$ cat src/rtl/rst_seq_ctrl_if.sv
// Bundle of the sequencer's PLL-side and domain-side signals.
// The master drives lock status and soft reset requests; the slave (the sequencer)
// drives the PLL reset, the domain resets and the status flags.
interface rst_seq_ctrl_if #(
   parameter int NUM_CH  = 4,
   parameter int RETRY_W = 2
);
   logic                pll_locked;
   logic                soft_rst_req;
   logic                pll_areset;
   logic [NUM_CH-1:0]   ch_rst_n;
   logic                all_ready;
   logic                fault;
   logic [RETRY_W-1:0]  retry_cnt;

   modport master (
      output pll_locked, soft_rst_req,
      input  pll_areset, ch_rst_n, all_ready, fault, retry_cnt
   );

   modport slave (
      input  pll_locked, soft_rst_req,
      output pll_areset, ch_rst_n, all_ready, fault, retry_cnt
   );
endinterface

$ cat src/rtl/rst_seq_ctrl.sv
// Reset sequencer: pulses the PLL reset, qualifies a stable lock, then releases the
// active-low domain resets one by one, STAGE_GAP cycles apart. Lock loss restarts the
// PLL, repeated lock timeouts end in a sticky fault that only rst clears.
module rst_seq_ctrl #(
   parameter int NUM_CH       = 4,
   parameter int PLL_RST_CYC  = 16,
   parameter int LOCK_STABLE  = 64,
   parameter int LOCK_TIMEOUT = 65536,
   parameter int STAGE_GAP    = 8,
   parameter int MAX_RETRY    = 3
) (
   input  logic          clk,
   input  logic          rst,
   rst_seq_ctrl_if.slave io_bus
);
   localparam int RETRY_W = $clog2(MAX_RETRY + 1);
   localparam int MAX_AB  = (PLL_RST_CYC > LOCK_TIMEOUT) ? PLL_RST_CYC : LOCK_TIMEOUT;
   localparam int CNT_MAX = (MAX_AB > STAGE_GAP) ? MAX_AB : STAGE_GAP;
   localparam int CNT_W   = $clog2(CNT_MAX + 1);
   localparam int STB_W   = $clog2(LOCK_STABLE + 1);

   typedef enum logic [2:0] {
      S_PLL_RST,
      S_WAIT_LOCK,
      S_RELEASE,
      S_RUN,
      S_FAULT
   } state_t;

   state_t              r_state;
   logic [CNT_W-1:0]    r_cnt;
   logic [STB_W-1:0]    r_stable;
   logic                r_lockMeta;
   logic                r_lockSync;
   logic                r_pllAreset;
   logic [NUM_CH-1:0]   r_chRstN;
   logic                r_allReady;
   logic                r_fault;
   logic [RETRY_W-1:0]  r_retryCnt;

   logic                w_lockS;
   logic [CNT_W-1:0]    w_cntInc;
   logic [STB_W-1:0]    w_stableInc;
   logic [RETRY_W-1:0]  w_retryInc;
   logic [NUM_CH-1:0]   w_chShift;

   assign w_lockS     = r_lockSync;
   assign w_cntInc    = r_cnt + CNT_W'(1);
   assign w_stableInc = r_stable + STB_W'(1);
   assign w_retryInc  = r_retryCnt + RETRY_W'(1);
   // Shifting a one in from the bottom releases channels strictly in bit order.
   assign w_chShift   = (r_chRstN << 1) | NUM_CH'(1);

   // Two-flop synchroniser for the asynchronous PLL lock; left unreset so it keeps tracking through rst.
   always_ff @(posedge clk) begin
      r_lockMeta <= io_bus.pll_locked;
      r_lockSync <= r_lockMeta;
   end

   // Sequencer FSM with all outputs registered; one shared counter serves PLL hold, lock timeout and release gaps.
   always_ff @(posedge clk) begin
      if (rst) begin
         r_state     <= S_PLL_RST;
         r_cnt       <= '0;
         r_stable    <= '0;
         r_pllAreset <= 1'b1;
         r_chRstN    <= '0;
         r_allReady  <= 1'b0;
         r_fault     <= 1'b0;
         r_retryCnt  <= '0;
      end else begin
         case (r_state)
            S_PLL_RST: begin
               if (r_cnt == CNT_W'(PLL_RST_CYC - 1)) begin
                  r_state     <= S_WAIT_LOCK;
                  r_pllAreset <= 1'b0;
                  r_cnt       <= '0;
                  r_stable    <= '0;
               end else begin
                  r_cnt <= w_cntInc;
               end
            end
            S_WAIT_LOCK: begin
               if (w_lockS && (w_stableInc == STB_W'(LOCK_STABLE))) begin
                  r_state <= S_RELEASE;
                  r_cnt   <= '0;
               end else if (w_cntInc == CNT_W'(LOCK_TIMEOUT)) begin
                  r_retryCnt  <= w_retryInc;
                  r_cnt       <= '0;
                  r_pllAreset <= 1'b1;
                  if (w_retryInc == RETRY_W'(MAX_RETRY)) begin
                     r_state <= S_FAULT;
                     r_fault <= 1'b1;
                  end else begin
                     r_state <= S_PLL_RST;
                  end
               end else begin
                  r_cnt    <= w_cntInc;
                  r_stable <= w_lockS ? w_stableInc : '0;
               end
            end
            S_RELEASE: begin
               if (!w_lockS) begin
                  r_state     <= S_PLL_RST;
                  r_pllAreset <= 1'b1;
                  r_chRstN    <= '0;
                  r_cnt       <= '0;
               end else if (io_bus.soft_rst_req) begin
                  r_chRstN <= '0;
                  r_cnt    <= '0;
               end else if (&r_chRstN) begin
                  r_state    <= S_RUN;
                  r_allReady <= 1'b1;
                  r_retryCnt <= '0;
               end else if (r_cnt == CNT_W'(STAGE_GAP - 1)) begin
                  r_chRstN <= w_chShift;
                  r_cnt    <= '0;
               end else begin
                  r_cnt <= w_cntInc;
               end
            end
            S_RUN: begin
               if (!w_lockS) begin
                  r_state     <= S_PLL_RST;
                  r_pllAreset <= 1'b1;
                  r_chRstN    <= '0;
                  r_allReady  <= 1'b0;
                  r_cnt       <= '0;
               end else if (io_bus.soft_rst_req) begin
                  r_state    <= S_RELEASE;
                  r_chRstN   <= '0;
                  r_allReady <= 1'b0;
                  r_cnt      <= '0;
               end
            end
            S_FAULT: begin
               r_pllAreset <= 1'b1;
               r_chRstN    <= '0;
               r_allReady  <= 1'b0;
               r_fault     <= 1'b1;
            end
            default: begin
               r_state     <= S_PLL_RST;
               r_pllAreset <= 1'b1;
               r_chRstN    <= '0;
               r_allReady  <= 1'b0;
               r_cnt       <= '0;
            end
         endcase
      end
   end

   assign io_bus.pll_areset = r_pllAreset;
   assign io_bus.ch_rst_n   = r_chRstN;
   assign io_bus.all_ready  = r_allReady;
   assign io_bus.fault      = r_fault;
   assign io_bus.retry_cnt  = r_retryCnt;
endmodule
$ cat src/flat_wrapper.sv
// flat-port wrapper written by rule: the top's interface ports become plain ports
module rst_seq_ctrl_flat 
#(
   parameter int NUM_CH       = 4,
   parameter int PLL_RST_CYC  = 16,
   parameter int LOCK_STABLE  = 64,
   parameter int LOCK_TIMEOUT = 65536,
   parameter int STAGE_GAP    = 8,
   parameter int MAX_RETRY    = 3
)
  (clk, rst, io_bus_pll_locked, io_bus_soft_rst_req, io_bus_pll_areset, io_bus_ch_rst_n, io_bus_all_ready, io_bus_fault, io_bus_retry_cnt);
  rst_seq_ctrl_if #(.NUM_CH(NUM_CH)) io_bus_i ();
  input  logic clk;
  input  logic rst;
  input wire logic [$bits(io_bus_i.pll_locked)-1:0] io_bus_pll_locked;
  input wire logic [$bits(io_bus_i.soft_rst_req)-1:0] io_bus_soft_rst_req;
  output wire logic [$bits(io_bus_i.pll_areset)-1:0] io_bus_pll_areset;
  output wire logic [$bits(io_bus_i.ch_rst_n)-1:0] io_bus_ch_rst_n;
  output wire logic [$bits(io_bus_i.all_ready)-1:0] io_bus_all_ready;
  output wire logic [$bits(io_bus_i.fault)-1:0] io_bus_fault;
  output wire logic [$bits(io_bus_i.retry_cnt)-1:0] io_bus_retry_cnt;
  assign io_bus_i.pll_locked = io_bus_pll_locked;
  assign io_bus_i.soft_rst_req = io_bus_soft_rst_req;
  assign io_bus_pll_areset = io_bus_i.pll_areset;
  assign io_bus_ch_rst_n = io_bus_i.ch_rst_n;
  assign io_bus_all_ready = io_bus_i.all_ready;
  assign io_bus_fault = io_bus_i.fault;
  assign io_bus_retry_cnt = io_bus_i.retry_cnt;
  rst_seq_ctrl #(.NUM_CH(NUM_CH), .PLL_RST_CYC(PLL_RST_CYC), .LOCK_STABLE(LOCK_STABLE), .LOCK_TIMEOUT(LOCK_TIMEOUT), .STAGE_GAP(STAGE_GAP), .MAX_RETRY(MAX_RETRY)) u_core (.clk(clk), .rst(rst), .io_bus(io_bus_i));
endmodule
$ cat config.mk
export PLATFORM = sky130hd
export DESIGN_NAME = rst_seq_ctrl_flat
export DESIGN_NICKNAME = d
export VERILOG_FILES = /design/src/rtl/rst_seq_ctrl_if.sv /design/src/rtl/rst_seq_ctrl.sv /design/src/flat_wrapper.sv
export SDC_FILE = /design/constraint.sdc
export NUM_CORES = 1
export LEC_CHECK = 0
export CORE_UTILIZATION = 54
export DETAILED_ROUTE_END_ITERATION = 16
export GPL_ROUTABILITY_DRIVEN = 0
export GPL_TIMING_DRIVEN = 0
export PLACE_DENSITY = 0.81
export SETUP_SLACK_MARGIN = 0.4
export SLEW_MARGIN = 10
export SYNTH_ARGS = -nofsm -noshare
export SYNTH_HDL_FRONTEND = slang
export SYNTH_SLANG_ARGS = --single-unit
$ cat constraint.sdc
create_clock -name clk -period 2.3 [get_ports clk]
set_input_delay 0.46 -clock clk [delete_from_list [all_inputs] [get_ports clk]]
set_output_delay 0.46 -clock clk [all_outputs]
set_load 0.005 [all_outputs]
* Word-level counts from Yosys, hierarchy flattened
Cells that the tools add are included.
** Word-level totals
- Bits in registers :: 38
- Input bits :: 4
** Cells by class
- Add/sub/neg operators :: 3
- Equality and inequality tests :: 24
- Muxes and demuxes :: 53
- Bitwise logic cells :: 2
- Reduce and logical (&&, ||, !) cells :: 16
** Operators with widths (count)
- $mux W17 :: 9
- $pmux W17 S5 :: 1
- $mux W7 :: 4
- $mux W3 :: 9
- $mux W4 :: 6
- $reduce_and A4 Y1 :: 5
- $add A17 B1 Y17 const B :: 1
- $eq A17 B17 Y1 const B :: 1
- $eq A17 B3 Y1 const B :: 1
- $eq A17 B4 Y1 const B :: 1
- $pmux W3 S5 :: 1
- $pmux W7 S2 :: 1
- $mux W1 :: 12
- $pmux W4 S3 :: 1
- $reduce_and A6 Y1 :: 2
- $mux W2 :: 5
- $ne A2 B1 Y1 const B :: 5
- $ne A3 B3 Y1 const B :: 3
- $ne A2 B2 Y1 const B :: 4
- $ne A4 B4 Y1 const B :: 2
- $add A7 B1 Y7 const B :: 1
- $eq A7 B7 Y1 const B :: 1
- $eq A3 B2 Y1 const B :: 2
- $pmux W1 S3 :: 2
- other kinds (14) :: 18

* Longest topological paths before layout
- Word-level depth :: 6
- Depth in mapped cells :: 10
- Gate-level depth less buffers :: 8

* Worst setup path after synthesis
No wires, ideal clock.
- Path kind :: flip-flop to flip-flop
- Start point :: register u_core.r_cnt[0]
- End point :: register u_core.r_stable[2]
- Setup time :: 79 ps
- Arrival :: 2390 ps
- Path slack :: -169 ps
- Stages on the path, launching flop included :: 9
- Path buffers :: 0
- Cell sequence :: dfxtp_1 > ha_1 > nand3_1 > nor4_4 > nand4_1 > a211oi_2 > a21oi_2 > or3_4 > o211ai_1
** Between the ends
- Word-level cells in the longest chain between the ends :: 4
- Elaborated cells on any way between the ends :: 6
** RTL lines
- start, declared :: line rst_seq_ctrl.sv:31 : logic [CNT_W-1:0] r_cnt;
- start signal, assigned :: line rst_seq_ctrl.sv:80 : r_cnt <= w_cntInc;
- start signal, assigned :: line rst_seq_ctrl.sv:98 : r_cnt <= w_cntInc;
- start signal, assigned :: line rst_seq_ctrl.sv:119 : r_cnt <= w_cntInc;
- $add A17 B1 Y17 :: line rst_seq_ctrl.sv:48 : assign w_cntInc = r_cnt + CNT_W'(1);
- $eq A17 B17 Y1 :: line rst_seq_ctrl.sv:87 : end else if (w_cntInc == CNT_W'(LOCK_TIMEOUT)) begin
- $ne A2 B2 Y1 (no source line)
- $reduce_and A4 Y1 (no source line) *
- end signal, assigned :: line rst_seq_ctrl.sv:99 : r_stable <= w_lockS ? w_stableInc : '0;
- end, declared :: line rst_seq_ctrl.sv:32 : logic [STB_W-1:0] r_stable;
Every way passes the cells marked *; elsewhere a longest branch is shown, timed or not.
A chain may end at the register's enable or synchronous reset.

* Worst setup path after layout
- Start point :: register u_core.r_cnt[1]
- End point :: register u_core.r_cnt[6]
** Between the ends
- Word-level cells in the longest chain between the ends :: 6
- Elaborated cells on any way between the ends :: 12
** RTL lines
- branches (longest 5 deep; another with $add A17 B1 Y17)
- $pmux W17 S5 * :: line rst_seq_ctrl.sv:72 : case (r_state)
Every way passes the cells marked *. The select of a mux whose other input is x is not followed.

==> run summary <==
Setup repair after global routing could not meet its margin everywhere. The area of all placed cells without fillers came out at between 3000 and 4000 sq um. Measured on the finished design, the core utilization comes to 0.893.

The repair_antennas step left the layout with diodes totalling 0. Measured against its own limit, the worst slew margin works out to 0.390. The post-layout worst setup margin is -0.314 ns. The worst setup path is of the reg2reg kind. The number of synthesis warnings is 0.

The number of clock buffers inserted by TritonCTS came out at 5. The H-tree was split into 2 levels. The number of violations of the max-capacitance limit is 0. The count of buffers from port buffering is 12. The required time at the endpoint of the critical path came out at 2.47 ns.

The total core area is 4090 sq um. The clock tree from TritonCTS is done. The hold violation count in the final report came out at 0. After synthesis the cells add up to about 2400 sq um. The number of global-route vias before repair is 2,610. After clock tree synthesis, the flow added hold-fix buffers numbering 0. The register bit total from synthesis came out at 38.

At the end of the flow, the number of nets in the layout was roughly 370. The transition time at the pin with the least slew margin came out at 0.909 ns. Across the VDD grid, the largest voltage drop is between 400 and 500 uV.

The share of layout cells above drive strength 1 came out at 0.420. In the routed layout, each cell is associated on average with a via count of 7.35. The detail route stage leaves a number of antenna-violating nets equal to 0. The count of unique library cells instantiated by Yosys is 58. Counting every instance in the synthesized netlist gives ~300. After detailed routing, the number of remaining DRC violations is 0. The initial core utilization came out at 0.577. The die is a little under 70 um tall. The run finished, with violations left. The number of antenna violations at the first check in global routing came out at 0.

The number of DRC markers in iteration 0 is around 470. The cell with the largest stage delay on the worst path is dfxtp_4. STA classifies the critical path endpoint as a flip-flop. The design draws roughly 1.3 mW. The number of clock sinks is 38. The final routed wire length divided by cell count is 24.6 um. The cell with the most instances after synthesis is dfxtp_1.

Summed over all nets, the half-perimeter wirelength after detailed placement is around 4.2 mm. The count of final max-slew check failures came out at 0. In the synthesized netlist the dominant register cell turns out to be dfxtp_1. The final wirelength is a little over 10 mm.

Of the post-synthesis cell area, the dominant cell type holds 0.323. Data on the critical path arrives at its endpoint at roughly 2.8 ns. The cell that appears most often on the critical path is buf_12. The number of vias in the routed layout is slightly above 3k. The library cell occupying the most area in the post-synthesis netlist is dfxtp_1. The final reports fail on negative setup slack.

The final total negative setup slack is -6.78 ns. The root buffer cell chosen for the clock tree is clkbuf_8. The aggregate global-route resource usage came out at 0.366.

The average instance in the mapped netlist occupies 7.88 sq um. The worst-path maximum fanout came out at 7. In this run, synthesis inferred 0 flip-flops with an integrated enable. The total overflow left after global routing is 0. Subtracting the final worst setup slack from the clock period gives roughly 2.6 ns.

The total setup violations reported at the end of the flow came out at 29. The share of async-settable or async-resettable flops after synthesis came out at 0. The achievable frequency is between 300 and 400 MHz. The count of fill cells added during filler insertion came out at 168. The clock passes through at most 2 buffers. The worst-skew pair later-pin latency is 0.30 ns. The chip width came out at about 68 um. The standard-cell row count came out at 23. The die footprint is 4630 sq um. The number of nets handed over by synthesis was 307. The maximum number of pins on one net before global-route repair is 12. In the synthesized netlist, the cells that appear most often are dfxtp_1, nor2_1, nand2_1. STA classifies the critical path startpoint as a flip-flop.

In the finished design, the share of the clock period the worst path needs comes to 1.14. The areal power density over the cells came out at around 360 nW/um^2. The path class of the tightest hold or removal check is reg2reg. The largest clock skew in the final design is about 0.0068 ns. In the post-synthesis netlist, the biggest area contributors are dfxtp_1, nor2_1, nand2_1, nand3_1, o21ai_0. The total iterations of the first detailed-routing run came out at 6. For this run, the slowest stage of the critical path takes 0.40 ns. The first global-routing pass estimated ~13 mm of wire. From synthesis to final layout, the design area changed by 54.7%. The sequential share of the synthesized area is 0.323. The top-level I/O count is 13. The leakage dissipation is ~1.3 nW. Prior to clock tree synthesis, the placed netlist has a worst setup slack of -0.467 ns. The critical path goes through ha_4 > nand4_1 > nor3_4 > a21boi_4 > nor4_4 > buf_4 > a21oi_4 > buf_12 > o21ai_4 > buf_12 > o32ai_4. The clock slew seen by the registers of the worst setup and hold paths came out at ~0.080 ns. In this run the cell area measured after placement is 2720 sq um.
[metrics by stage]
stage          hold WS (ns)  instances
2_1_floorplan         0.310        299
3_3_place_gp          0.311        361
3_5_place_dp          0.315        361
4_1_cts               0.333        404
5_1_grt               0.347        412
6_report              0.338        412
[metal layers]
metal | vias to the layer above | global-route usage | share of wire | wire length (um)
met2 | 318 | 0.580 | 0.44 | 4430
met1 | 1356 | 0.462 | 0.36 | 3700
met5 | - | 0 | 0 | 0
li1 | 1250 | - | - | -
met3 | 103 | 0.0900 | 0.12 | 1220
met4 | 0 | 0.172 | 0.079 | 804
[final cells by class]
class	instances	area (sq um)	area share
tap	50	62.6	0.0172
clock buffer	8	110	0.0302
multi-input combinational	228	1940	0.531
inverter	20	77.6	0.0213
sequential	38	803	0.220
buffer	14	123	0.0336
timing repair buffer	54	534	0.146
[final timing paths]
kind,startpoint,cells past startpoint,slack [ns],end
max reg2reg,u_core.r_cnt[1]$_SDFFE_PP0P_,11,-0.31,u_core.r_cnt[6]$_SDFFE_PP0P_
max,u_core.r_cnt[1]$_SDFFE_PP0P_,11,-0.31,u_core.r_cnt[6]$_SDFFE_PP0P_
min reg2reg,u_core.r_lockMeta$_DFF_P_,0,0.34,u_core.r_lockSync$_DFF_P_
min,u_core.r_lockMeta$_DFF_P_,0,0.34,u_core.r_lockSync$_DFF_P_
[state kept, by name (all words and copies together) (netlist names)]
name,count
u_core.r_state,3
u_core.io_bus.all_ready,1
u_core.r_stable,7
u_core.r_cnt,17
u_core.io_bus.retry_cnt,2
u_core.r_lockSync,1
u_core.io_bus.fault,1
u_core.r_lockMeta,1
u_core.io_bus.ch_rst_n,4
u_core.io_bus.pll_areset,1
[critical path, delay by kind of cell (launching register included)]
family	cells	cell delay [ns]
fa+ha+maj	1	0.20
buf+inv	3	0.55
compound gates	4	0.48
simple gates	3	0.85
flops	1	0.40
[cell families after synthesis]
family | share of synthesized area
muxes | 0.0127
DFF | 0.323
adders and majority gates | 0.0212
xor gates and xnor gates | 0.0260
AOI/OAI and AO/OA | 0.257
and+or+nand+nor | 0.300
buffers and inverters | 0.0600
[placed cells by master (no fill, tap or decap), drive strengths merged, types with 10 or more instances in the layout]
| master | instances |
|---|---|
| nand2 | 27 |
| nand3 | 19 |
| nor3 | 10 |
| nor2 | 30 |
| clkdlybuf4s50 | 12 |
| a21oi | 14 |
| clkbuf | 16 |
| nand4 | 10 |
| dfxtp | 38 |
| o21ai | 20 |
| inv | 19 |
| buf | 47 |
[power breakdown]
group	switching (mW)	total [mW]	internal, mW
logic	0.0512	0.0898	0.0386
clock network	0.253	0.556	0.303
registers	0.0118	0.667	0.655
[repair_timing]
item / in CTS / in global routing
cloned: 3 / 0
pin swaps: 27 / 30
resized for setup: 52 / 51
setup endpoints to repair: 34 / 35
buffers inserted: 32 / 8
(Power assumes the default switching activity.)
